### src/rtl/frame_selector.sv
// Frame source selector: picks one of NSRC flattened frames and registers it,
// with static, blinking and rotating display modes driven by a period ticker.
//
// phase state | meaning
// ------------+-------------------------------------------
// PH_SHOW     | selected source slice is driven to frame
// PH_BLANK    | frame is driven to all zeros (BLINK only)
module frame_selector #(
    parameter int ROWS  = 8,
    parameter int COLS  = 7,
    parameter int NSRC  = 4,
    parameter int SEL_W = 2,
    parameter int DIV_W = 24
) (
    input  logic                      clock,
    input  logic                      reset,
    input  logic [NSRC*ROWS*COLS-1:0] src_data,
    input  logic                      sel_req,
    input  logic [SEL_W-1:0]          sel_in,
    input  logic [1:0]                mode,
    input  logic [DIV_W-1:0]          period,
    output logic [ROWS*COLS-1:0]      frame,
    output logic [SEL_W-1:0]          active_src,
    output logic                      tick,
    output logic                      changed,
    output logic                      sel_err
);

    localparam int          PIX         = ROWS * COLS;
    localparam logic [31:0] NSRC_U      = NSRC;
    localparam logic [1:0]  MODE_BLINK  = 2'd1;
    localparam logic [1:0]  MODE_ROTATE = 2'd2;
    localparam logic        PH_SHOW     = 1'b0;
    localparam logic        PH_BLANK    = 1'b1;

    logic [DIV_W-1:0] cnt;
    logic [DIV_W-1:0] term;
    logic [1:0]       mode_q;
    logic             phase;
    logic             diff;
    logic             mode_chg;
    logic             wrap;
    logic             sel_valid;
    logic [PIX-1:0]   slice;
    logic [PIX-1:0]   frame_next;
    logic [SEL_W-1:0] src_inc;

    always_comb begin
        // period 0 is treated as period 1, so the terminal count is 0 either way
        term       = (period == '0) ? '0 : period - DIV_W'(1);
        wrap       = (cnt >= term);
        mode_chg   = (mode != mode_q);
        sel_valid  = sel_req && (32'(sel_in) < NSRC_U);
        slice      = src_data[int'(active_src)*PIX +: PIX];
        src_inc    = (active_src == SEL_W'(NSRC - 1)) ? '0 : active_src + SEL_W'(1);
        frame_next = (phase == PH_BLANK) ? '0 : slice;
    end

    always_ff @(posedge clock) begin
        if (reset) begin
            frame      <= '0;
            active_src <= '0;
            cnt        <= '0;
            phase      <= PH_SHOW;
            tick       <= 1'b0;
            changed    <= 1'b0;
            sel_err    <= 1'b0;
            diff       <= 1'b0;
            mode_q     <= mode;
        end else begin
            mode_q  <= mode;
            sel_err <= sel_req && !sel_valid;

            if (mode_chg) begin
                cnt  <= '0;
                tick <= 1'b0;
            end else begin
                cnt  <= wrap ? '0 : cnt + DIV_W'(1);
                tick <= wrap;
            end

            // an explicit select wins over the rotate step in the same cycle
            if (sel_valid)
                active_src <= sel_in;
            else if (mode == MODE_ROTATE && tick && !mode_chg)
                active_src <= src_inc;

            if (mode_chg || mode != MODE_BLINK)
                phase <= PH_SHOW;
            else if (tick)
                phase <= ~phase;

            frame   <= frame_next;
            diff    <= (frame_next != frame);
            changed <= diff;
        end
    end

endmodule

### config.mk
export PLATFORM = sky130hd
export DESIGN_NAME = frame_selector
export DESIGN_NICKNAME = d
export VERILOG_FILES = /design/src/rtl/frame_selector.sv
export SDC_FILE = /design/constraint.sdc
export NUM_CORES = 1
export LEC_CHECK = 0
export CORE_AREA = 2 2 121 123
export CTS_BUF_LIST = sky130_fd_sc_hd__clkbuf_8 sky130_fd_sc_hd__clkbuf_16
export CTS_CLUSTER_SIZE = 14
export DETAILED_ROUTE_END_ITERATION = 7
export DIE_AREA = 0 0 123 125
export DONT_BUFFER_PORTS = 1
export PLACE_DENSITY = 0.65
export RECOVER_POWER = 50
export SKIP_CTS_REPAIR_TIMING = 1
export SYNTH_ARGS = -nofsm -noshare
export SYNTH_HDL_FRONTEND = slang
export SYNTH_SLANG_ARGS = --single-unit
### constraint.sdc
create_clock -name clock -period 4.7 [get_ports clock]
set_input_delay 0.94 -clock clock [delete_from_list [all_inputs] [get_ports clock]]
set_output_delay 0.94 -clock clock [all_outputs]
set_load 0.03 [all_outputs]
* Word level (Yosys, flattened, before mapping)
Cells that the tools add are included. Widths: inputs -> output; s select.
Storage, ports and cells: input bits 255, word-level logic and storage cells 34, register bits 88
Operators by class: magnitude comparators 1, equal/unequal tests 5, shifts and indexed selects 1, mux-type cells 5, multiply operators 1, reduce and logical (&&, ||, !) cells 9, bitwise gates (word level) 1, add/subtract/negate cells 3
Operators with widths (count):
- $shiftx 224x9->56 | 1
- $mux 56 | 1
- $ne 56x56->1 | 1
- $add 24x1->24 const B | 1
- $ge 24x24->1 | 1
- $logic_not 24->1 | 1
- $mux 24 | 1
- $sub 24x1->24 const B | 1
- $mux 2 | 3
- $mul 2x3->5 const B | 1
- $eq 2x2->1 const B | 2
- $reduce_or 2->1 | 2
- $reduce_or 3->1 | 1
- $add 2x1->2 const B | 1
- $logic_and 1x1->1 | 2
- $ne 2x1->1 const B | 1
- $ne 2x2->1 | 1
- $reduce_bool 2->1 | 1
- $logic_not 1->1 | 1
- $logic_or 1x1->1 | 1
- $not 1->1 | 1

* Longest topological paths before layout
depth in word-level cells 5, gate-level depth with buffers 18, depth with buffers taken out 17

* Worst setup path after synthesis
OpenSTA, ideal clock, no wires.
kind input to register, start point input port period[3], end point register cnt[16], library setup time 0.128 ns, required time 4.572 ns, data arrival time 4.159 ns, setup slack 0.414 ns, cell stages on the path 18, path through or3_1 > or3_1 > nor2_2 > nand3_2 > nor4_2 > nand3b_1 > xnor2_1 > nand2_1 > ha_1 > nand4_1 > nor4_1 > a21oi_1 > o211ai_1 > a21oi_1 > and2_1 > o21ai_1 > clkbuf_1 > nor2_1
On the way: cells in the longest elaborated chain, start to end 4
RTL lines:
- from (decl) | line 21 | input logic [DIV_W-1:0] period,
- $sub 24x1->24 or $logic_not 24->1 (tied branches) | line 50 | term = (period == '0) ? '0 : period - DIV_W'(1);
- $mux 24 (*) | line 50
- $ge 24x24->1 (*) | line 51 | wrap = (cnt >= term);
- $reduce_or 3->1 (no line) (*)
- to (signal assigned) | line 78 | cnt <= wrap ? '0 : cnt + DIV_W'(1);
- to (decl) | line 36 | logic [DIV_W-1:0] cnt;
Mark *: on every way between the ends. The rest lies on a longest branch, timed or not. A chain may end at the register's enable or synchronous reset.

* Worst setup path after layout
start point input port period[11], end point register cnt[11]
Same word-level chain as after synthesis.

==> impl_metrics.ini <==
[setup_path]
r2r_cells = 8
crit_required_ns = 4.92
path_common_cell = a21oi_1
worstSetupEndpointType = register
path_cells = or4_1 -> nor3_2 -> nor4b_2 -> nor2b_2 -> nand2b_1 -> xnor2_1 -> nand2_1 -> ha_1 -> nand4_1 -> nor4_1 -> a21oi_1 -> o211ai_1 -> a21oi_1 -> and2_1 -> o21ai_1 -> buf_4 -> nor2_1
arrival_ns = 4.39
crit_fanout = 24
max_stage_delay_ns = 0.58
cp.depth = 17
crit_slowest_cell = or4_1
crit_type = in -> reg
start_kind = input pin
cp.buffers_inverters = 1
cp_top_family = simple AND/OR/NAND/NOR gates

[finish]
final_core_util_pct = 47.8
area_delta_synth_final_pct = 6.44
instances_no_fill = 852
drive_above_1_share_pct = 14.7
seq_area_um2 = 1770
fin_nets = 940
multi_input_area_um2 = 4380
nFillCells = 1334

[power]
power-per-cell-area_nw_per_um2 = 302
seq_power_share_pct = 45.6
p_int_uw = 1450
ir_worst_vdd_v = 0.000184
leakage_uw = 0.00255
power.switching_uw = 599
clkPwrFrac_pct = 37.6
comb_power_share_pct = 16.9
power_switching_share_pct = 29.3

[die]
die_area_um2 = 15400
io-pin-count = 316
die_w_um = 123
row_count = 44
start_util_pct = 44.9
die_y_um = 125
core_area_um2 = 14200

[logic_synthesis]
synthTopCellsByCount = nor2_1 (97), dfxtp_1 (88), nand2_1 (59)
synth.net_count = 953
synth.area.top_cells = dfxtp_1 (28%), mux4_2 (16%), xnor2_1 (6.7%)
synth_cells = 670
ys.flop_type = dfxtp_1
synthArstFlopShare_pct = 0
yosysTopAreaCellShare_pct = 27.6
yosysMostFrequentCell = nor2_1
yosysUniqueCellTypes = 54
synth-edff-count = 0
synth_top_cell_by_area = dfxtp_1
synth.yosys.warnings = 0
synth-seq-cells = 88
syn_avg_cell_area_um2 = 9.52
ys_seq_area_share_pct = 27.6
netlist_area_um2 = 6380

[place]
dp_hpwl_mm = 15.3
pre_cts_slack_ns = 0.157
port_buffers = 0
gp_congestion = 0.861
placedCellCount = 830

[drt]
num_vias = 5171
drt_iter0_markers = 304
routed_via_density = 6.07
firstDrtPassIters = 5
wirelength_mm = 18.9
drtAntennaViolNets = 0
drc = 0
avgRoutedWirePerCell_um = 22.1

[clock_network]
cts_tree = built
numCtsBuffers = 9
clock-root-buffer = clkbuf_16
cts_sinks = 88
htreeDepth = 3
clock_latency_ns = 0.34
clkTransAtPathRegs_ns = 0.07
clock_path_buffers = 2

[grt]
grt_pass1_wl_mm = 27.4
antenna_found_initial = 9
gr-total-overflow = 0
grtUsageTotal_pct = 23.3
grt_max_degree = 42
grt_pass1_vias = 5081

[worst_hold_path]
hold_path.class = reg -> reg
whs_path_depth = 1

[sta]
finalHoldViolations = 0
slew_headroom_pct = 17.5
fin_crit_ns = 4.17
fin_ws_ns = 0.528
report.final.slew_viol_count = 0
setup_viol = 0
worst_pin_slew_ns = 1.23
max_freq_mhz = 240
fin_setup_tns_ns = 0
rsz0062_at_grt = no
period_share_pct = 88.8
whs_ns = 0.445
skew_ns = 0.00774

[job]
drv_cap = 0

[status]
status = complete, no violations
==> registers in the layout, summed over array words and instances (netlist names) <==
signal / cells
mode_q: 2
active_src: 2
cnt: 24
phase: 1
tick: 1
diff: 1
changed: 1
frame: 56
==> kinds of logic (layout without fill, tap and decap cells) <==
logic type / Yosys count / after routing / share of synthesized area [%]
fa+ha+maj: 28 / 28 / 5.49
xor+xnor: 85 / 85 / 11.7
flops: 88 / 88 / 27.6
buf+inv: 39 / 30 / 3.71
simple gates: 282 / 282 / 23.2
compound gates: 72 / 72 / 7.14
mux: 75 / 75 / 21.1
other cells: 1 / 8 / 0.0588
==> routing by layer <==
metal / vias up / track usage (%) / routed length (um)
li1: 2396 / - / -
met1: 2509 / 26.6 / 7080
met2: 232 / 40.0 / 9590
met3: 30 / 6.71 / 1730
met4: 4 / 10.5 / 454
met5: - / 0 / 23
==> power by group through the flow <==
stage	sequential, uW	combinational, uW	clock, uW
after global placement	947	333	0
after CTS	934	347	783
after floorplan	917	313	0
final	933	346	769
after global routing	941	380	817
after detailed placement	951	346	0
==> final timing paths <==
kind	startpoint	end	slack, ns
worst max-delay path	period[11]	cnt[11]$_SDFF_PP0_	0.53
worst min-delay path	diff$_SDFF_PP0_	changed$_SDFF_PP0_	0.44
worst min register to register	diff$_SDFF_PP0_	changed$_SDFF_PP0_	0.44
worst max register to register	active_src[0]$_SDFFE_PP0P_	diff$_SDFF_PP0_	1.56
==> area by class of cell <==
cell class,count,share of cell area [%]
multi-input combinational,543,64.5
sequential,88,26.0
clock buffer,10,3.52
tap,184,3.39
clock inverter,5,1.11
timing repair buffer,7,0.774
inverter,8,0.442
antenna,7,0.258
==> cells in the final DEF (no fill, tap or decap), types with 2 or more instances in the layout <==
cell type	count
nand2_1	60
a21o_1	11
nor4_1	6
inv_1	9
nand3_1	13
xor2_1	36
nand4_1	13
xnor2_1	49
mux2_2	9
nor2_1	97
dfxtp_1	86
diode_2	7
ha_1	28
nor3_1	9
clkbuf_16	9
mux2i_1	19
a31oi_1	16
mux4_2	46
buf_4	7
or2_2	2
or3_1	3
and2_1	27
nor2b_1	11
and3_1	4
nor4b_2	6
o32ai_1	9
nand3_2	2
o21ai_0	18
bufinv_16	2
and4_1	3
nor4_2	3
nor4b_1	3
or4_1	2
nor4bb_1	7
a21oi_1	13
nand2b_1	4
==> through the flow <==
step | area [um2] | power [uW]
global route | 6780 | 2140
finish | 6790 | 2050
floorplan | 6380 | 1230
CTS | 6770 | 2060
detailed placement | 6460 | 1300
global placement | 6460 | 1280
(Power assumes the default switching activity.)
